==> src/rtl/rr_arb4_enc_pkg.sv <==
// Shared definitions for the 4-way round-robin arbiter: FSM states,
// requester count/index width and the rotating first-set search.
package rr_arb4_enc_pkg;

  localparam int NUM_REQ = 4;
  localparam int IDX_W   = 2;

  typedef enum logic {
    ST_IDLE  = 1'b0,
    ST_GRANT = 1'b1
  } state_t;

  // Returns {found, index} of the first set bit searching ptr, ptr+1, ... mod 4.
  function automatic logic [IDX_W:0] first_set(input logic [NUM_REQ-1:0] req,
                                               input logic [IDX_W-1:0]   ptr);
    logic [IDX_W:0]   res;
    logic [IDX_W-1:0] cand;
    res = '0;
    for (int unsigned k = 0; k < NUM_REQ; k++) begin
      cand = ptr + k[IDX_W-1:0];
      if (!res[IDX_W] && req[cand]) res = {1'b1, cand};
    end
    return res;
  endfunction

endpackage

==> src/rtl/rr_arb4_enc_encoder4to2.sv <==
// 4-to-2 binary encoder; input is guaranteed one-hot or zero, zero encodes to 0.
module encoder4to2 (
  input  logic [3:0] onehot,
  output logic [1:0] idx
);

  assign idx = {onehot[3] | onehot[2], onehot[3] | onehot[1]};

endmodule

==> src/rtl/rr_arb4_enc.sv <==
// Four-requester round-robin arbiter with registered one-hot grant,
// encoded grant index and a per-owner hold quota.
module rr_arb4_enc
  import rr_arb4_enc_pkg::*;
#(
  parameter int MAX_HOLD = 8,
  parameter int CNT_W    = 8
) (
  input  logic             clk,
  input  logic             rst_n,
  input  logic             en,
  input  logic [3:0]       req,
  output logic [3:0]       gnt,
  output logic [1:0]       gnt_idx,
  output logic             gnt_valid,
  output logic [CNT_W-1:0] hold_cnt
);

  localparam logic [CNT_W-1:0] MAX_HOLD_C = CNT_W'(MAX_HOLD);
  localparam logic [CNT_W-1:0] ONE_C      = CNT_W'(1);

  state_t                 state, state_nxt;
  logic [NUM_REQ-1:0]     gnt_nxt;
  logic [CNT_W-1:0]       cnt_nxt;
  logic [IDX_W-1:0]       ptr, ptr_nxt;
  logic [IDX_W:0]         search;

  always_ff @(posedge clk) begin
    if (!rst_n) begin
      state    <= ST_IDLE;
      gnt      <= '0;
      hold_cnt <= '0;
      ptr      <= '0;
    end else begin
      state    <= state_nxt;
      gnt      <= gnt_nxt;
      hold_cnt <= cnt_nxt;
      ptr      <= ptr_nxt;
    end
  end

  // The registered grant index doubles as the current owner.
  always_comb begin
    state_nxt = state;
    gnt_nxt   = gnt;
    cnt_nxt   = hold_cnt;
    ptr_nxt   = ptr;
    search    = first_set(req, ptr);
    unique case (state)
      ST_IDLE: begin
        gnt_nxt = '0;
        cnt_nxt = '0;
        if (en && search[IDX_W]) begin
          gnt_nxt   = NUM_REQ'(1) << search[IDX_W-1:0];
          cnt_nxt   = ONE_C;
          state_nxt = ST_GRANT;
        end
      end
      ST_GRANT: begin
        if (req[gnt_idx] && (hold_cnt < MAX_HOLD_C)) begin
          cnt_nxt = hold_cnt + ONE_C;
        end else begin
          gnt_nxt   = '0;
          cnt_nxt   = '0;
          ptr_nxt   = gnt_idx + IDX_W'(1);
          state_nxt = ST_IDLE;
        end
      end
      default: begin
        gnt_nxt   = '0;
        cnt_nxt   = '0;
        state_nxt = ST_IDLE;
      end
    endcase
  end

  encoder4to2 u_enc (
    .onehot (gnt),
    .idx    (gnt_idx)
  );

  assign gnt_valid = |gnt;

endmodule

==> config.mk <==
export PLATFORM = sky130hd
export DESIGN_NAME = rr_arb4_enc
export DESIGN_NICKNAME = d
export VERILOG_FILES = /design/src/rtl/rr_arb4_enc_pkg.sv /design/src/rtl/rr_arb4_enc_encoder4to2.sv /design/src/rtl/rr_arb4_enc.sv
export SDC_FILE = /design/constraint.sdc
export NUM_CORES = 1
export LEC_CHECK = 0
export CAP_MARGIN = 20
export CORE_AREA = 2 2 39 41
export DETAILED_ROUTE_END_ITERATION = 10
export DIE_AREA = 0 0 41 43
export DONT_BUFFER_PORTS = 1
export GPL_ROUTABILITY_DRIVEN = 0
export PLACE_DENSITY_LB_ADDON = 0.25
export SLEW_MARGIN = 20
export SYNTH_ARGS = -nofsm -noshare
export SYNTH_HDL_FRONTEND = slang
export SYNTH_HIERARCHICAL = 1
export SYNTH_SLANG_ARGS = --single-unit
==> constraint.sdc <==
create_clock -name clk -period 4 [get_ports clk]
set_clock_uncertainty 0.05 [all_clocks]
set_input_delay 1 -clock clk [delete_from_list [all_inputs] [get_ports clk]]
set_output_delay 1 -clock clk [all_outputs]
set_load 0.01 [all_outputs]
After elaboration in Yosys (flattened, before gate mapping)
Cells that the tools add are included.
{"block": "word_totals", "register_bits": 15, "elab_cells": 54, "out_inout_bits": 15}
{"block": "classes", "n_addsub": 5, "n_mux": 23, "order_cmp": 6, "reduce_logical": 10, "eq_ne": 1, "shifts": 1, "n_bitwise": 4}
{"cell": "8-bit case mux with 2 select lines", "n": 1}
{"cell": "2-bit by 3-bit less-than comparator with 1-bit output, second input constant", "n": 5}
{"cell": "3-bit 2-to-1 mux", "n": 4}
{"cell": "1-bit binary-select mux with 2-bit select", "n": 5}
{"cell": "8-bit by 1-bit adder with 8-bit output, second input constant", "n": 1}
{"cell": "8-bit by 4-bit less-than comparator with 1-bit output, second input constant", "n": 1}
{"cell": "1-bit 2-to-1 mux", "n": 8}
{"cell": "4-bit 2-to-1 mux", "n": 2}
{"cell": "8-bit 2-to-1 mux", "n": 1}
{"cell": "4-bit case mux with 2 select lines", "n": 1}
{"cell": "1-bit logical AND", "n": 5}
{"cell": "2-bit by 1-bit adder with 2-bit output, second input constant", "n": 2}
{"cell": "2-bit adder, second input constant", "n": 2}
{"cell": "4-bit OR reduction", "n": 1}
{"cell": "1-bit by 2-bit left shift with 4-bit output, first input constant", "n": 1}
{"cell": "1-bit zero test", "n": 3}
{"cell": "2-bit != test, second input constant", "n": 1}
{"cell": "1-bit inverter", "n": 2}
{"cell": "1-bit bitwise OR", "n": 2}
{"cell": "1-bit case mux with 2 select lines", "n": 1}
{"cell": "2-bit AND reduction", "n": 1}

Logic depth before layout (Yosys ltp)
Gate-level depths: netlist of the first run.
{"block": "logic_depth", "word_depth": 15, "ltp_mapped": 5}

Modules after synthesis
Netlist of the first run, hierarchy kept.
{"mod": "rr_arb4_enc", "instances": 1, "cells_each": 66, "area_each_um2": 663.1, "seq_area_each_um2": 300.3}
{"mod": "encoder4to2", "instances": 1, "cells_each": 2, "area_each_um2": 12.5, "seq_area_each_um2": 0.0}

Worst setup path before layout of the first run
OpenSTA, ideal clock, no wires.
{"block": "synth_path", "kind": "input port to flip-flop", "from": "in req[2]", "to": "reg gnt[2]", "path_buffers": 0, "t_arrival_ns": 1.928, "stages": 4, "slack_ns": 1.906, "required_time_ns": 3.833, "cell_sequence": "or4_1 nand4b_1 a31oi_1 a22o_1"}
{"block": "synth_via", "elab_chain_cells": 15, "word_cells_on_any_way": 26, "cone_classes": "1 x eq/ne; 1 x shift; 16 x mux; 8 x reduce/logical"}
{"element": "from (decl)", "line": "rr_arb4_enc.sv:12", "rtl": "input logic [3:0] req,"}
{"element": "1-bit binary-select mux with 2-bit select", "line": "rr_arb4_enc_pkg.sv:21", "rtl": "if (!res[IDX_W] && req[cand]) res = {1'b1, cand};"}
{"element": "1-bit 2-to-1 mux (not written as such)", "line": "rr_arb4_enc_pkg.sv:21"}
{"element": "3-bit 2-to-1 mux", "line": "rr_arb4_enc_pkg.sv:21"}
{"element": "1-bit zero test", "line": "rr_arb4_enc_pkg.sv:21"}
{"element": "1-bit logical AND", "line": "rr_arb4_enc_pkg.sv:21"}
{"element": "3-bit 2-to-1 mux", "line": "rr_arb4_enc_pkg.sv:21"}
{"element": "1-bit zero test", "line": "rr_arb4_enc_pkg.sv:21"}
{"element": "1-bit logical AND", "line": "rr_arb4_enc_pkg.sv:21"}
{"element": "3-bit 2-to-1 mux", "line": "rr_arb4_enc_pkg.sv:21"}
{"element": "1-bit zero test", "line": "rr_arb4_enc_pkg.sv:21"}
{"element": "1-bit logical AND", "line": "rr_arb4_enc_pkg.sv:21"}
{"element": "3-bit 2-to-1 mux", "line": "rr_arb4_enc_pkg.sv:21"}
{"element": "1-bit by 2-bit left shift with 4-bit output / 1-bit logical AND (equally long branches)", "line": "rr_arb4_enc.sv:54, rr_arb4_enc.sv:53"}
{"element": "4-bit 2-to-1 mux", "line": "rr_arb4_enc.sv:53", "rtl": "if (en && search[IDX_W]) begin"}
{"element": "4-bit case mux with 2 select lines", "line": "rr_arb4_enc.sv:49", "rtl": "unique case (state)"}
{"element": "to (signal assigned)", "line": "rr_arb4_enc.sv:36", "rtl": "gnt <= gnt_nxt;"}
{"element": "to (decl)", "line": "rr_arb4_enc.sv:13", "rtl": "output logic [3:0] gnt,"}
Several ways; a longest one is shown, not always the timed one. The select of a mux whose other input is x is not followed.
A chain may end at the register's enable or synchronous reset.

Worst setup path after layout of the first run
{"block": "layout_path", "from": "reg gnt[3]", "to": "out gnt_valid"}
{"block": "layout_via", "elab_chain_cells": 1}
{"element": "4-bit OR reduction", "line": "rr_arb4_enc.sv:82", "rtl": "assign gnt_valid = |gnt;"}
{"element": "to (decl)", "line": "rr_arb4_enc.sv:15", "rtl": "output logic gnt_valid,"}
Every way passes these cells.

==> run metrics, run 1 <==
area occupied by registers 300 um^2; type of the most critical hold path flop to flop; clock tree buffer depth 2; number of antenna violations at the first check in global routing 0; required time of the critical path 2.95 ns; ant diodes 0; number of synthesized flops with an enable pin 0; number of cell instances on the worst register-to-register path 5; leakage component of the power around 0.28 nW; post-detailed-route DRC marker count 0; WP buf/inv 0; dominant delay contributor by cell family on the critical path simple AND/OR/NAND/NOR gates; critical path cell sequence or4_1; yosys warns 6; final hold viol count 0; pre-CTS setup slack roughly 1.8 ns; Syn Inst Count 68; unrepaired setup endpoints after global routing no; status finished clean; slowest stage cell on the critical path or4_1; CTS-repair resized insts 0; Total Routed Length about 1300 um; count of final setup violators 0; number of detailed-route iterations in the first pass 2; Cell Pwr Density ~380 mW/mm^2; post-route setup TNS 0 ns; commonest cells after routing, fill and taps aside 15 x dfxtp_1, 4 x nor2b_1, 4 x nor2_1, 4 x conb_1; final total power 0.276 mW; number of buffers created by CTS 3; period utilization 0.576; average cell area after synthesis 9.94 um^2; cell area after synthesis approximately 680 um^2; commonest non-fill, non-tap cell in the layout dfxtp_1; flip-flop and latch count after synthesis 15; CTS clk-pin slew, worst paths 0.08 ns; post-detail-place hpwl 1030 um; area of the multi-input gates 379 um^2; number of clock sinks seen by CTS 15; max-cap violation count 0; initial cell density of the core 0.488; CTS HTree Levels 1; Final #Nets between 80 and 90; ys async rst share 0; category of the worst setup path capture point output port; Tot GR Track Use 0.181; layout cells sized above 1 0.120; count of final max-slew check failures 0; number of input and output port buffers inserted 0; total of hold buffers inserted after clock tree synthesis 0; number of vias per cell after detailed routing 5.65; Max Freq 434 MHz; antenna viol nets, final 0; Area after DPL ~710 um^2; final standard cell area without fillers 734 um^2; Layout fillers 139; worst path setup slack after routing between 1.5 and 2 ns; Top FF cell, synth dfxtp_1; largest net degree at the start of global routing 10; largest fanout on the critical path 5; worst vdd rail ir drop 0.270 mV; floorplan die height 43 um; cell count along the critical path 1; die span in x 41 um; I/O pin cnt 22; Clk Latency, worst-skew pair 0.28 ns; post-CTS setup repair buffer count 0; number of vias after detailed routing 514; GRT Residual Overflow 0; arrival time at the worst endpoint roughly 1.3 ns; Floorplan Core Area 0.00138 mm^2; buffer type at the clock tree root clkbuf_4; wire length per cell after detailed routing 14.0 um; row count 14; Hold Path Cell Cnt 1; sequential share of the synthesized area 0.444; critical path start-end classification flop to output port; global-route wire length before repair around 2200 um; final critical path time including I/O delays and setup roughly 2.3 ns; DRC violation total after the first TritonRoute iteration 4; vias in the first global route 495; startpoint type of the worst setup path flop; DIE AREA 0.00176 mm^2; CTS tree yes; longest individual stage delay on the worst path 0.61 ns; count of cell types in the netlist 33; area growth from synthesis to layout 8.70%
-- state kept, by name, summed over array words and instances, names as in the netlist --
register and flops:
ptr 2, state 1, gnt 4, hold_cnt 8
-- kinds of logic (layout without fill, tap and decap cells) --
kind of cell               count (synthesis)  count (layout)  synth area share
adders and majority gates                  1               1            0.0185
other                                      1               4           0.00555
xor gates and xnor gates                   3               3            0.0389
muxes                                      2               2            0.0500
buffers and inverters                      2               6            0.0111
and+or+nand+nor                           26              26             0.246
AOI/OAI and AO/OA                         18              18             0.185
DFF                                       15              15             0.444
-- layer usage --
| metal | global-route usage | share of wire | vias to the layer above |
|---|---|---|---|
| li1 | - | - | 264 |
| met1 | 0.257 | 0.44 | 238 |
| met2 | 0.241 | 0.48 | 12 |
| met3 | 0.110 | 0.080 | 0 |
| met4 | 0.0200 | 0 | 0 |
| met5 | 0 | 0 | - |
-- power by group --
group / internal [mW] / total (mW) / leakage (nW) / switching, mW
clock network: 0.0372 / 0.0827 / 0.0177 / 0.0455
registers: 0.156 / 0.165 / 0.123 / 0.00893
logic: 0.0138 / 0.0290 / 0.139 / 0.0152
total: 0.207 / 0.276 / 0.280 / 0.0696
-- path summary, 6_finish.rpt --
check                           slack [ns]   start         to
worst min register to register        0.51  gnt[3]     gnt[3]
worst min-delay path                  0.51  gnt[3]     gnt[3]
worst max register to register        2.05  gnt[1]     gnt[0]
worst max-delay path                  1.70  gnt[3]  gnt_valid
-- Yosys cell counts (all sizes together) (2+ instances only) --
master / number / share of area
nand2: 2 / 0.011
a21oi: 3 / 0.022
or4: 2 / 0.022
or2: 2 / 0.019
nand4b: 2 / 0.026
xnor2: 2 / 0.026
a311oi: 2 / 0.026
a22o: 2 / 0.026
o21bai: 2 / 0.022
nor2b: 4 / 0.037
dfxtp: 15 / 0.44
nor2: 4 / 0.022
nand3: 4 / 0.037
inv: 2 / 0.011
o21ai: 3 / 0.022
-- area by class of cell --
class | instances | share of cell area
flip-flops and latches | 15 | 0.409
well taps | 16 | 0.0273
clock inverters | 1 | 0.00681
clock buffers | 3 | 0.0307
inverters | 2 | 0.0102
multi-input cells | 54 | 0.516
-- through the flow --
step                utilization  cells  hold WS, ns
floorplan                     -     71        0.463
global placement          0.511     87        0.489
detailed placement        0.511     87        0.492
CTS                       0.531     91        0.509
global route              0.531     91        0.540
finish                    0.531     91        0.506
No activity file was read; power rests on OpenSTA's default activity.
==> inputs of run 2 (changes only) <==
Settings changed: CORE_AREA 2 2 39 41 to unset, CORE_UTILIZATION set to 52, DIE_AREA 0 0 41 43 to unset.
Clock period 4 ns to 2.05 ns, I/O delays scaled along.
==> run metrics, run 2 (synthesis gave the netlist of run 1 again) <==
ant diodes 0 (unchanged); layout cells sized above 1 0.132 (+0.0116); post-layout utilization of the core 0.640 (+0.109); max-cap violation count 0 (unchanged); switch share 0.261 (+0.00894); Tot GR Track Use 0.207 (+0.0264); number of buffers created by CTS 3 (unchanged); launching element of the worst setup path gnt[3]; leading registers by flop count hold_cnt x8, gnt x4, ptr x2; cell internal pwr 0.405 mW (+96%); Clk Latency, worst-skew pair 0.29 ns (about the same); I/O pin cnt 22 (unchanged); global-route met1 utilization 0.284 (+0.0275); global-route wire length before repair 2030 um (-7.0%); DIE AREA 0.00145 mm^2 (-18%); number of antenna violations at the first check in global routing 0 (unchanged); leakage component of the power 0.285 nW (+1.9%); post-detailed-route DRC marker count 0 (unchanged); sequential power share 0.586 (-0.010); worst reg2reg path endpoint gnt[0]; dominant delay contributor by cell family on the critical path simple AND/OR/NAND/NOR gates; floorplan die height 38.0 um (-12%); number of input and output port buffers inserted 0 (unchanged); CTS HTree Levels 1 (unchanged); largest fanout on the critical path 5 (unchanged); commonest non-fill, non-tap cell in the layout dfxtp_1; end point of the critical path gnt_valid; Cell Pwr Density 741 mW/mm^2 (+97%); GRT Residual Overflow 0 (unchanged); CTS tree yes; clock share of power 0.309 (+0.010); type of the most critical hold path primary input to flop; final hold viol count 0 (unchanged); die span in x 38.0 um (-7.2%); number of detailed-route iterations in the first pass 4 (+2); WP buf/inv 0 (unchanged); number of clock sinks seen by CTS 15 (unchanged); commonest cells after routing, fill and taps aside 15 x dfxtp_1, 4 x nor2b_1, 4 x nor2_1, 4 x conb_1; number of vias after detailed routing 542 (+5.4%); startpoint of the worst-slack reg-to-reg timing path gnt[3]; number of cell instances on the worst register-to-register path 5 (unchanged); count of final setup violators 0 (unchanged); Floorplan Core Area 0.00116 mm^2 (-16%); total of hold buffers inserted after clock tree synthesis 0 (unchanged); final critical path time including I/O delays and setup 1.81 ns; number of flip-flops under the largest register name 8 (unchanged); arrival time at the worst endpoint 1.25 ns (about the same); slowest stage cell on the critical path or4_1; clock tree buffer depth 2 (unchanged); busiest metal layer after global routing met2; post-CTS setup repair buffer count 0 (unchanged); row count 12 (-2); met3 track demand over resource in global routing 0.0988 (-0.0111); worst vdd rail ir drop 0.503 mV (+86%); post-route setup TNS 0 ns (unchanged); Total Routed Length 1310 um (+3.0%); wire length per cell after detailed routing 14.6 um (+4.1%); CTS clk-pin slew, worst paths 0.10 ns (+0.02 ns); period utilization 0.883; DRC violation total after the first TritonRoute iteration 12 (+8); fraction of power consumed by combinational cells 0.105 (about the same); required time of the critical path 1.49 ns (-1.46 ns); unrepaired setup endpoints after global routing no; Max Freq 553 MHz; largest reg by FF count hold_cnt; critical path cell sequence or4_1; area growth from synthesis to layout 9.44%; post-detail-place hpwl 1000 um (-3.0%); vias in the first global route 470 (-5.1%); critical path start-end classification flop to output port; buffer type at the clock tree root clkbuf_4; longest individual stage delay on the worst path 0.60 ns (about the same); status finished clean; cell count along the critical path 1 (unchanged); antenna viol nets, final 0 (unchanged); number of vias per cell after detailed routing 6.02 (+6.6%); fraction of met2 tracks used by global routing 0.288 (+0.0475); CTS-repair resized insts 0 (unchanged); Final #Nets 85 (+1.2%); category of the worst setup path capture point output port; startpoint type of the worst setup path flop; net switching power figure 0.143 mW (+110%); initial cell density of the core 0.584 (+0.0962); worst-case register-to-register setup slack 0.30 ns (-1.75 ns); largest net degree at the start of global routing 10 (unchanged); count of final max-slew check failures 0 (unchanged)
-- run 2: cell count changes in the layout (fill, tap and decap cells not counted), sizes merged --
cell and change:
buf +1
-- run 2: area by class of cell --
cell class              count  area [um^2]
multi-input cells          54          379
inverters                   2         7.51
clock inverters             1         5.00
flip-flops and latches     15          300
repair buffers              1         7.51
well taps                  14         17.5
fillers                    99          417
clock buffers               3         22.5
-- run 2: worst min-delay path by stage --
stage,startpoint,end,cells after the start
finish,rst_n,hold_cnt[0],1
global route,rst_n,hold_cnt[0],1
CTS,rst_n,hold_cnt[0],1
detailed placement,gnt[1],gnt[1],2
global placement,ptr[1],ptr[1],2
floorplan,gnt[3],gnt[3],1
-- run 2: routing by layer --
layer	vias to the layer above	wire length, um	part of all wire
met3	2	129	0.098
met4	0	12	0.0092
li1	265	-	-
met5	-	0	0
met1	247	591	0.45
met2	28	576	0.44
-- run 2: power by group through the flow --
stage,clock network (mW),registers [mW],logic (mW)
global route,0.189,0.324,0.0638
floorplan,0,0.324,0.0481
detailed placement,0,0.328,0.0568
CTS,0.176,0.321,0.0572
global placement,0,0.328,0.0563
finish,0.169,0.321,0.0576
-- run 2: stage by stage --
stage / area (um^2) / hold slack, ns / cells / power, mW / worst slack (ns)
6_report: 739 / 0.282 / 90 / 0.548 / 0.241
3_5_place_dp: 712 / 0.495 / 86 / 0.385 / 0.287
5_1_grt: 739 / 0.275 / 90 / 0.577 / 0.190
3_3_place_gp: 712 / 0.493 / 86 / 0.384 / 0.337
2_1_floorplan: 687 / 0.463 / 71 / 0.373 / 0.278
4_1_cts: 739 / 0.280 / 90 / 0.555 / 0.229
==> inputs of run 3 (changes only) <==
Settings changed: CORE_ASPECT_RATIO set to 0.8, CORE_UTILIZATION 52 to 39, DONT_BUFFER_PORTS 1 to unset.
==> run metrics, run 3 (synthesis gave the netlist of run 1 again) <==
sequential power share 0.543 (-0.043); global-route wire length before repair 2430 um (+20%); floorplan die height 39.2 um (+3.1%); worst vdd rail ir drop 0.506 mV (+0.49%); leakage component of the power 0.377 nW (+32%); critical path start-end classification flop to output port; DRC violation total after the first TritonRoute iteration 8 (-4); DIE AREA 0.00190 mm^2 (+32%); launching element of the worst setup path gnt[3]; max-cap violation count 0 (unchanged); arrival time at the worst endpoint 1.44 ns (+0.19 ns); area growth from synthesis to layout 45.7%; worst hold slack 0.472 ns (+0.190 ns); die span in x 48.5 um (+28%); number of clock sinks seen by CTS 15 (unchanged); startpoint type of the worst setup path flop; largest net degree at the start of global routing 9 (-1); final standard cell area without fillers 985 um^2 (+33%); Max Freq 500 MHz (-9.4%); row count 13 (+1); status finished clean; clock tree buffer depth 2 (unchanged); number of vias after detailed routing 624 (+15%); fraction of power consumed by combinational cells 0.185 (+0.080); critical path cell sequence or4_1 > dlygate4sd2_1; CTS clk-pin slew, worst paths 0.08 ns (-0.02 ns); number of antenna violations at the first check in global routing 0 (unchanged); Tot GR Track Use 0.181 (-0.0257); post-detail-place hpwl 1190 um (+19%); leading registers by flop count hold_cnt x8, gnt x4, ptr x2; number of buffers created by CTS 3 (unchanged); worst path setup slack after routing 0.0520 ns (-0.189 ns); CTS HTree Levels 1 (unchanged); count of final setup violators 0 (unchanged); wire length per cell after detailed routing 12.4 um (-15%); commonest non-fill, non-tap cell in the layout clkdlybuf4s50_1; net switching power figure 0.143 mW (-0.23%); dominant delay contributor by cell family on the critical path simple AND/OR/NAND/NOR gates; final hold viol count 0 (unchanged); clock share of power 0.272 (-0.037); layout cells sized above 1 0.140 (+0.00842); number of flip-flops under the largest register name 8 (unchanged); Floorplan Core Area 0.00163 mm^2 (+41%); number of vias per cell after detailed routing 5.11 (-15%); CTS tree yes; required time of the critical path 1.49 ns (about the same); switch share 0.244 (-0.0165); longest individual stage delay on the worst path 0.52 ns (-0.08 ns); buffer type at the clock tree root clkbuf_4; WP buf/inv 1 (+1); largest reg by FF count hold_cnt; type of the most critical hold path flop to flop; number of input and output port buffers inserted 21 (+21); Clk Latency, worst-skew pair 0.27 ns (-0.02 ns); period utilization 0.975 (+0.0920); unrepaired setup endpoints after global routing no; I/O pin cnt 22 (unchanged); vias in the first global route 508 (+8.1%); startpoint of the worst-slack reg-to-reg timing path gnt[3]; antenna viol nets, final 0 (unchanged); category of the worst setup path capture point output port; worst hold path startpoint gnt[0]; largest fanout on the critical path 5 (unchanged); ant diodes 0 (unchanged); slowest stage cell on the critical path or4_1; Cell Pwr Density 593 mW/mm^2 (-20%); final critical path time including I/O delays and setup 2.00 ns (+0.189 ns); commonest cells after routing, fill and taps aside 20 x clkdlybuf4s50_1, 15 x dfxtp_1; Final #Nets 109 (+28%); Total Routed Length 1510 um (+15%); pre-CTS setup slack -0.117 ns (-0.404 ns); initial cell density of the core 0.415 (-0.169); count of final max-slew check failures 0 (unchanged); post-CTS setup repair buffer count 0 (unchanged); Area after DPL 955 um^2 (+34%); GRT Residual Overflow 0 (unchanged); cell internal pwr 0.441 mW (+8.9%); number of detailed-route iterations in the first pass 4 (unchanged); post-detailed-route DRC marker count 0 (unchanged)
[run 3: changes by cell type in the layout (fill, tap and decap cells not counted)]
| cell | previous run | this run |
|---|---|---|
| clkdlybuf4s50_1 | 0 | 20 |
| buf_4 | 1 | 4 |
| or2_1 | 2 | 0 |
| or2_4 | 0 | 2 |
| clkbuf_1 | 0 | 1 |
| clkinv_2 | 1 | 0 |
| dlygate4sd2_1 | 0 | 1 |
[run 3: layout make-up]
type / instances / area (um^2)
fillers: 149 / 642
multi-input cells: 54 / 384
clock buffers: 4 / 26.3
repair buffers: 25 / 239
well taps: 22 / 27.5
flip-flops and latches: 15 / 300
inverters: 2 / 7.51
[run 3: power groups by stage]
stage / Clock (mW) / Sequential (mW) / Combinational [mW]
detailed placement: 0 / 0.323 / 0.107
global route: 0.185 / 0.319 / 0.118
global placement: 0 / 0.323 / 0.107
finish: 0.159 / 0.317 / 0.108
floorplan: 0 / 0.324 / 0.0481
CTS: 0.169 / 0.317 / 0.107
[run 3: metrics by stage]
step / setup TNS, ns / cells / power, mW / utilization
2_1_floorplan: 0 / 71 / 0.373 / -
3_3_place_gp: -0.606 / 118 / 0.430 / 0.587
3_5_place_dp: -0.642 / 118 / 0.431 / 0.587
4_1_cts: 0 / 122 / 0.593 / 0.604
5_1_grt: 0 / 122 / 0.621 / 0.605
6_report: 0 / 122 / 0.584 / 0.605
[run 3: metal layers]
layer	vias to the layer above	GRT usage	share of wire
met5	-	0	0
met4	0	0.0662	0.0086
met2	16	0.264	0.43
met3	4	0.0863	0.053
li1	318	-	-
met1	286	0.233	0.51
[run 3: worst paths after layout]
check | to | slack [ns] | cells after the start
max | gnt_valid | 0.05 | 2
min | gnt[0] | 0.47 | 1
max reg2reg | gnt[2] | 0.30 | 5
min reg2reg | gnt[0] | 0.47 | 1
[run 3: worst register-to-register path: stages (launching register included)]
cell and delay [ns]:
dfxtp_1 0.41, or2_4 0.18, mux4_2 0.53, nand4_1 0.19
nor2_1 0.10, a22o_1 0.19
[run 3: what timing repair did]
action / 4_1_cts / 5_1_grt
gates resized for setup: 2 / 1
endpoints found under the setup margin: 2 / 1
hold buffers: 0 / 0
pin swaps: 0 / 0
